--- config.mk ---
export PLATFORM = sky130hd
export DESIGN_NAME = lcd_text_driver
export DESIGN_NICKNAME = d
export VERILOG_FILES = /design/src/rtl/lcd_pkg.sv /design/src/rtl/lcd_text_driver_byte_writer.sv /design/src/rtl/lcd_text_driver.sv
export SDC_FILE = /design/constraint.sdc
export NUM_CORES = 1
export LEC_CHECK = 0
export ABC_AREA = 1
export BUFFER_PORTS_ARGS = -buffer_cell sky130_fd_sc_hd__buf_4
export CELL_PAD_IN_SITES_DETAIL_PLACEMENT = 1
export CELL_PAD_IN_SITES_GLOBAL_PLACEMENT = 1
export CORE_ASPECT_RATIO = 0.8
export CORE_MARGIN = 5
export CORE_UTILIZATION = 35
export CTS_CLUSTER_SIZE = 8
export DETAILED_ROUTE_END_ITERATION = 7
export PLACE_DENSITY = 0.75
export SLEW_MARGIN = 30
export SYNTH_ARGS = -nofsm -noshare
export SYNTH_HDL_FRONTEND = slang
export SYNTH_SLANG_ARGS = --single-unit
--- constraint.sdc ---
create_clock -name clk -period 2.4 [get_ports clk]
set_input_delay 0.12 -clock clk [delete_from_list [all_inputs] [get_ports clk]]
set_output_delay 0.12 -clock clk [all_outputs]
set_load 0.01 [all_outputs]
--- src/rtl/lcd_pkg.sv ---
// Shared constants, state encodings and helpers for the HD44780 text driver.
package lcd_pkg;

  localparam int CNT_W = 20;

  localparam logic [7:0] CMD_FUNC  = 8'h38;  // 8-bit bus, 2 lines, 5x8 font
  localparam logic [7:0] CMD_DISP  = 8'h0C;  // display on, cursor off
  localparam logic [7:0] CMD_ENTRY = 8'h06;  // increment, no shift
  localparam logic [7:0] CMD_CLEAR = 8'h01;
  localparam logic [7:0] CMD_LINE1 = 8'h80;  // DDRAM address 0x00
  localparam logic [7:0] CMD_LINE2 = 8'hC0;  // DDRAM address 0x40
  localparam logic [7:0] SPACE     = 8'h20;

  typedef enum logic [2:0] {
    ST_PWRON, ST_INIT, ST_ADDR1, ST_LINE1, ST_ADDR2, ST_LINE2
  } top_state_e;

  typedef enum logic [2:0] {
    PH_IDLE, PH_DELAY, PH_FETCH, PH_STROBE, PH_HOLD
  } byte_phase_e;

  // Non-printable characters would show as CGRAM glyphs; blank them instead.
  function automatic logic [7:0] printable(logic [7:0] c);
    return (c < 8'h20 || c > 8'h7E) ? SPACE : c;
  endfunction

  function automatic logic [7:0] init_cmd(logic [1:0] step);
    case (step)
      2'd0:    return CMD_FUNC;
      2'd1:    return CMD_DISP;
      2'd2:    return CMD_ENTRY;
      default: return CMD_CLEAR;
    endcase
  endfunction

endpackage

--- src/rtl/lcd_text_driver_byte_writer.sv ---
// Drives one LCD bus transfer (FETCH/STROBE/HOLD) and owns the single shared
// down-counter, which also times the power-on delay.
module lcd_byte_writer
  import lcd_pkg::*;
#(
  parameter int POWERON_CYC    = 750000,
  parameter int E_PULSE_CYC    = 25,
  parameter int CMD_WAIT_CYC   = 2500,
  parameter int CLEAR_WAIT_CYC = 100000
) (
  input  logic       clk_i,
  input  logic       rst_ni,
  input  logic       pwron_i,
  input  logic       start_i,
  input  logic       is_data_i,
  input  logic       long_wait_i,
  input  logic [7:0] byte_i,
  input  logic [7:0] char_i,
  output logic       done_o,
  output logic       rs_o,
  output logic       e_o,
  output logic [7:0] data_o
);

  if (POWERON_CYC < 2 || POWERON_CYC >= (1 << CNT_W) ||
      E_PULSE_CYC < 1 || E_PULSE_CYC >= (1 << CNT_W) ||
      CMD_WAIT_CYC < 1 || CMD_WAIT_CYC >= (1 << CNT_W) ||
      CLEAR_WAIT_CYC < 1 || CLEAR_WAIT_CYC >= (1 << CNT_W)) begin : g_param_chk
    $error("lcd_byte_writer: timing parameter out of range");
  end

  // One load cycle is spent leaving IDLE, one more on the done cycle, so the
  // first FETCH starts exactly POWERON_CYC edges after reset release.
  localparam logic [CNT_W-1:0] LD_PWR = CNT_W'(POWERON_CYC - 2);
  localparam logic [CNT_W-1:0] LD_E   = CNT_W'(E_PULSE_CYC - 1);
  localparam logic [CNT_W-1:0] LD_CMD = CNT_W'(CMD_WAIT_CYC - 1);
  localparam logic [CNT_W-1:0] LD_CLR = CNT_W'(CLEAR_WAIT_CYC - 1);

  byte_phase_e      phase_q, phase_d;
  logic [CNT_W-1:0] cnt_q, cnt_d;
  logic             rs_q, rs_d, e_q, e_d, long_q, long_d;
  logic [7:0]       data_q, data_d;
  logic             go_fetch;

  // Done on the last delay/hold cycle lets the next byte start with no gap.
  assign done_o = (phase_q == PH_DELAY || phase_q == PH_HOLD) && cnt_q == '0;
  assign rs_o   = rs_q;
  assign e_o    = e_q;
  assign data_o = data_q;

  // Phase sequencing; commands load the bus at FETCH entry, data at FETCH exit.
  always_comb begin
    phase_d  = phase_q;
    cnt_d    = cnt_q;
    rs_d     = rs_q;
    e_d      = e_q;
    long_d   = long_q;
    data_d   = data_q;
    go_fetch = 1'b0;
    case (phase_q)
      PH_IDLE: begin
        if (pwron_i) begin
          phase_d = PH_DELAY;
          cnt_d   = LD_PWR;
        end else if (start_i) begin
          go_fetch = 1'b1;
        end
      end
      PH_DELAY, PH_HOLD: begin
        if (cnt_q != '0)  cnt_d    = cnt_q - 1'b1;
        else if (start_i) go_fetch = 1'b1;
        else              phase_d  = PH_IDLE;
      end
      PH_FETCH: begin
        if (cnt_q != '0) begin
          cnt_d = cnt_q - 1'b1;
        end else begin
          if (rs_q) data_d = printable(char_i);
          e_d     = 1'b1;
          cnt_d   = LD_E;
          phase_d = PH_STROBE;
        end
      end
      PH_STROBE: begin
        if (cnt_q != '0) begin
          cnt_d = cnt_q - 1'b1;
        end else begin
          e_d     = 1'b0;
          cnt_d   = long_q ? LD_CLR : LD_CMD;
          phase_d = PH_HOLD;
        end
      end
      default: phase_d = PH_IDLE;
    endcase
    if (go_fetch) begin
      phase_d = PH_FETCH;
      cnt_d   = CNT_W'(1);
      rs_d    = is_data_i;
      long_d  = long_wait_i;
      if (!is_data_i) data_d = byte_i;
    end
  end

  // Phase, counter and bus registers.
  always_ff @(posedge clk_i or negedge rst_ni) begin
    if (!rst_ni) begin
      phase_q <= PH_IDLE;
      cnt_q   <= '0;
      rs_q    <= 1'b0;
      e_q     <= 1'b0;
      long_q  <= 1'b0;
      data_q  <= 8'h00;
    end else begin
      phase_q <= phase_d;
      cnt_q   <= cnt_d;
      rs_q    <= rs_d;
      e_q     <= e_d;
      long_q  <= long_d;
      data_q  <= data_d;
    end
  end

endmodule

--- src/rtl/lcd_text_driver.sv ---
// Power-on init then endless refresh of a 32-character frame onto a 16x2 LCD.
module lcd_text_driver
  import lcd_pkg::*;
#(
  parameter int POWERON_CYC    = 750000,
  parameter int E_PULSE_CYC    = 25,
  parameter int CMD_WAIT_CYC   = 2500,
  parameter int CLEAR_WAIT_CYC = 100000
) (
  input  logic       clk,
  input  logic       rst,
  output logic [4:0] index,
  input  logic [7:0] char_in,
  output logic       lcd_rs,
  output logic       lcd_rw,
  output logic       lcd_e,
  output logic [7:0] lcd_data,
  output logic       init_done,
  output logic       frame_done
);

  top_state_e st_q, st_d;
  logic [1:0] step_q, step_d;
  logic [4:0] idx_q, idx_d;
  logic       init_q, init_d, frame_q, frame_d;
  logic       wr_done, wr_start, wr_data, wr_long, wr_pwron;
  logic [7:0] wr_byte;

  assign index      = idx_q;
  assign lcd_rw     = 1'b0;
  assign init_done  = init_q;
  assign frame_done = frame_q;

  lcd_byte_writer #(
    .POWERON_CYC   (POWERON_CYC),
    .E_PULSE_CYC   (E_PULSE_CYC),
    .CMD_WAIT_CYC  (CMD_WAIT_CYC),
    .CLEAR_WAIT_CYC(CLEAR_WAIT_CYC)
  ) u_wr (
    .clk_i      (clk),
    .rst_ni     (rst),
    .pwron_i    (wr_pwron),
    .start_i    (wr_start),
    .is_data_i  (wr_data),
    .long_wait_i(wr_long),
    .byte_i     (wr_byte),
    .char_i     (char_in),
    .done_o     (wr_done),
    .rs_o       (lcd_rs),
    .e_o        (lcd_e),
    .data_o     (lcd_data)
  );

  // On each writer done, pick the next byte and launch it in the same cycle;
  // index moves together with the data FETCH entry.
  always_comb begin
    st_d     = st_q;
    step_d   = step_q;
    idx_d    = idx_q;
    init_d   = init_q;
    frame_d  = 1'b0;
    wr_start = 1'b0;
    wr_data  = 1'b0;
    wr_long  = 1'b0;
    wr_byte  = 8'h00;
    wr_pwron = (st_q == ST_PWRON);
    if (wr_done) begin
      wr_start = 1'b1;
      case (st_q)
        ST_PWRON: begin
          st_d    = ST_INIT;
          step_d  = 2'd0;
          wr_byte = CMD_FUNC;
        end
        ST_INIT: begin
          if (step_q == 2'd3) begin
            st_d    = ST_ADDR1;
            init_d  = 1'b1;
            wr_byte = CMD_LINE1;
          end else begin
            step_d  = step_q + 2'd1;
            wr_byte = init_cmd(step_d);
            wr_long = (step_d == 2'd3);
          end
        end
        ST_ADDR1: begin
          st_d    = ST_LINE1;
          idx_d   = 5'd0;
          wr_data = 1'b1;
        end
        ST_LINE1: begin
          if (idx_q == 5'd15) begin
            st_d    = ST_ADDR2;
            wr_byte = CMD_LINE2;
          end else begin
            idx_d   = idx_q + 5'd1;
            wr_data = 1'b1;
          end
        end
        ST_ADDR2: begin
          st_d    = ST_LINE2;
          idx_d   = 5'd16;
          wr_data = 1'b1;
        end
        ST_LINE2: begin
          if (idx_q == 5'd31) begin
            st_d    = ST_ADDR1;
            frame_d = 1'b1;
            wr_byte = CMD_LINE1;
          end else begin
            idx_d   = idx_q + 5'd1;
            wr_data = 1'b1;
          end
        end
        default: begin
          st_d     = ST_PWRON;
          wr_start = 1'b0;
        end
      endcase
    end
  end

  // Top sequencer registers.
  always_ff @(posedge clk or negedge rst) begin
    if (!rst) begin
      st_q    <= ST_PWRON;
      step_q  <= 2'd0;
      idx_q   <= 5'd0;
      init_q  <= 1'b0;
      frame_q <= 1'b0;
    end else begin
      st_q    <= st_d;
      step_q  <= step_d;
      idx_q   <= idx_d;
      init_q  <= init_d;
      frame_q <= frame_d;
    end
  end

endmodule

==> results.md <==
* Multi-input gate area at 1720 sq um
* Total number of vias at 2950
* CTS tree: done
* Most frequent cells in the layout: nand2_1, nor2_1, inv_1
* Vias in the first global route at 3081
* Worst-Skew Late Latency at roughly 0.30 ns
* Sequential element share of the synthesized area at 0.371
* H-tree lvl count at 2
* Asr flop ratio synth at 1.00
* EDFF count, synth at 0
* # rows at 30
* GRT Max-Usage Layer: met2
* Max_slew headroom at 0.604
* Main flop type after synthesis: dfrtp_1
* Synth top area share at 0.371
* Estimated wirelength of the detail-placed design at 7190 um
* Initial DRC Count at 104
* Clock slew at reported path FFs at 0.10 ns
* Layout area overhead at 14.6%
* # port buffers at 26
* Pwr dens at 365 nW/um^2
* CP startpoint kind: register
* Core Region at 8560 sq um
* Hold crit path type: in -> reg
* Initial core utilization at 0.363
* Clock skew at around 0.013 ns
* Pre-Repair DR Iteration Count at 4
* Final Hold Vio Count at 0
* Synth cell types at 36
* I/O pin cnt at 28
* Synth Area per Inst at 7.06 sq um
* Clock buffer depth at 2
* Worst setup margin at 0.239 ns
* RR Endpoint: u_wr.cnt_q[16]
* Post-Synthesis Cell Area at 3110 sq um
* RSZ-0062 raised after global routing: false
* Met1 Usage GRT at 0.263
* Filler instances at 1115
* Reg area at 1150 sq um
* Max capacitance violation total at 0
* WL per Instance at 15.3 um
* Final setup fails at 0
* Pre-CTS setup slack at roughly 0.11 ns
* Die height at 94.3 um
* Gr usage total at 0.177
* Pleak at around 1.8 nW
* Setup TNS at 0 ns
* Minimum clock period at 2.16 ns
* Syn nets at 459
* Die X at 115 um
* Drt drc at 0
* Tightest Pin Transition at around 0.59 ns
* WP data arrival at 2.34 ns
* Detailed Route WL at 9000 um
* Max Slew Vio Count at 0
* Met3 Track Usage GR at 0.0380
* Fmax achieved at roughly 460 MHz
* Critical path capture point: u_wr.cnt_q[16]
* Post-Layout Cell Count at 588
* Antenna Violating Nets Remaining at 0
* Worst reg2reg setup slack at 0.24 ns
* Initial antenna violation count at 0
* WHS at between 0.15 and 0.2 ns
* Ys Warns at 0
* Layout cell share with drive strength beyond 1 at 0.139
* CTS Sinks at 46
* VDD IR-drop max at 0.180 mV
* Data required time of the critical path at 2.58 ns
* First-pass GRT wire length at approximately 15000 um
* Critical path class: reg -> reg
* Post-synth top area cell: dfrtp_1
* GRT overflow at 0
* Vias per inst at around 5.0
* CP Launch Point: u_wr.cnt_q[0]
* # placed instances at 576
* Met2 Use GR at 0.267
* Synthesized instance count at 440
* Most common cell after layout, fill and taps aside: nand2_1
* Die area at 10900 sq um
* Critical Path Fanout Max at 11
* Total CTS buffers at 5
* GPL Wtd Cong at 0.873
* Final period util at 0.901
* FF-to-FF Start: u_wr.cnt_q[0]
* Post-synthesis sequential element count at 46
* CP endpoint kind: register
* Synth area leaders: dfrtp_1, nand2_1, nor2_1
* Fin nets at 494
* Worst R2R Path Depth at 11
* Pin count of the biggest net entering global routing at 47
* Clk root buf: clkbuf_8
* Ant diodes at 0
* Status: finished, final reports clean
-- metal layers --
layer | part of all wire | wire length [um] | vias to the layer above
met1 | 0.52 | 4710 | 1429
met2 | 0.43 | 3830 | 51
li1 | - | - | 1464
met5 | 0 | 0 | -
met4 | 0.0079 | 71 | 0
met3 | 0.043 | 387 | 6
-- kinds of logic after synthesis --
logic type               count (synthesis)  share of synthesized area
AO/OA/AOI/OAI                           56                     0.0999
XOR/XNOR                                15                     0.0423
adder cells (fa/ha/maj)                  9                     0.0362
buffers and inverters                   64                     0.0822
flip-flops                              46                      0.371
other                                    1                    0.00121
AND/OR/NAND/NOR                        249                      0.368
-- report_power, final --
group / switching [W] / internal (W)
Clock: 0.000281 / 0.000205
Combinational: 0.0000242 / 0.0000130
Sequential: 0 / 0.000774
-- per-stage QoR --
| stage | total power (W) | util | cell area [sq um] |
|---|---|---|---|
| after global routing | 0.00136 | 0.416 | 3560 |
| after CTS | 0.00132 | 0.412 | 3520 |
| after global placement | 0.000826 | 0.400 | 3420 |
| final | 0.00130 | 0.416 | 3560 |
| after floorplan | 0.000799 | - | 3110 |
| after detailed placement | 0.000827 | 0.400 | 3420 |
-- how the worst min path moves through the flow --
stage	start	endpoint	slack (ns)	cells past startpoint
finish	char_in[5]	u_wr.data_o[5]	0.16	3
global route	char_in[5]	u_wr.data_o[5]	0.19	3
CTS	char_in[5]	u_wr.data_o[5]	0.16	3
detailed placement	rst	st_q[0]	0.17	1
global placement	rst	st_q[0]	0.17	1
floorplan	rst	frame_done	-0.18	0
-- repair_timing --
action,in CTS,in global routing
gates resized for setup,0,4
hold buffers,1,0
setup endpoints to repair,0,24
buffers inserted,0,3
endpoints found under the hold margin,46,0
-- worst max-delay path, stage by stage (launching register included) --
cell and delay, ns:
dfrtp_1 0.39, inv_1 0.11, ha_2 0.24, nand2_2 0.11
nor2_4 0.21, nand3_4 0.21, nor2_8 0.21, nand2_4 0.11
nand3_4 0.15, inv_2 0.14, nand2_1 0.11, nand2_1 0.06
-- synthesized netlist by cell type (4+ instances only) --
| master | count |
|---|---|
| o21ai_0 | 27 |
| a21oi_1 | 7 |
| inv_1 | 56 |
| o21ai_1 | 10 |
| nand2_1 | 124 |
| nor3_1 | 5 |
| nor2_1 | 60 |
| dfrtp_1 | 46 |
| inv_2 | 4 |
| xor2_1 | 12 |
| nor2_4 | 4 |
| and3_1 | 4 |
| ha_1 | 9 |
| nand4_1 | 5 |
| o211ai_1 | 5 |
| nand3_1 | 30 |
-- sequential cells by signal, summed over array words and instances (netlist names) --
signal	cells
u_wr.cnt_q	20
u_wr.long_q	1
u_wr.rs_o	1
init_done	1
st_q	3
u_wr.data_o	8
u_wr.e_o	1
index	5
step_q	2
frame_done	1
u_wr.phase_q	3
-- layout make-up --
type,instances,area share
well taps,112,0.0394
flip-flops and latches,46,0.323
multi-input cells,330,0.482
clock buffers,5,0.0193
clock inverters,3,0.00597
inverters,61,0.0643
repair buffers,31,0.0661
(Power assumes the default switching activity.)
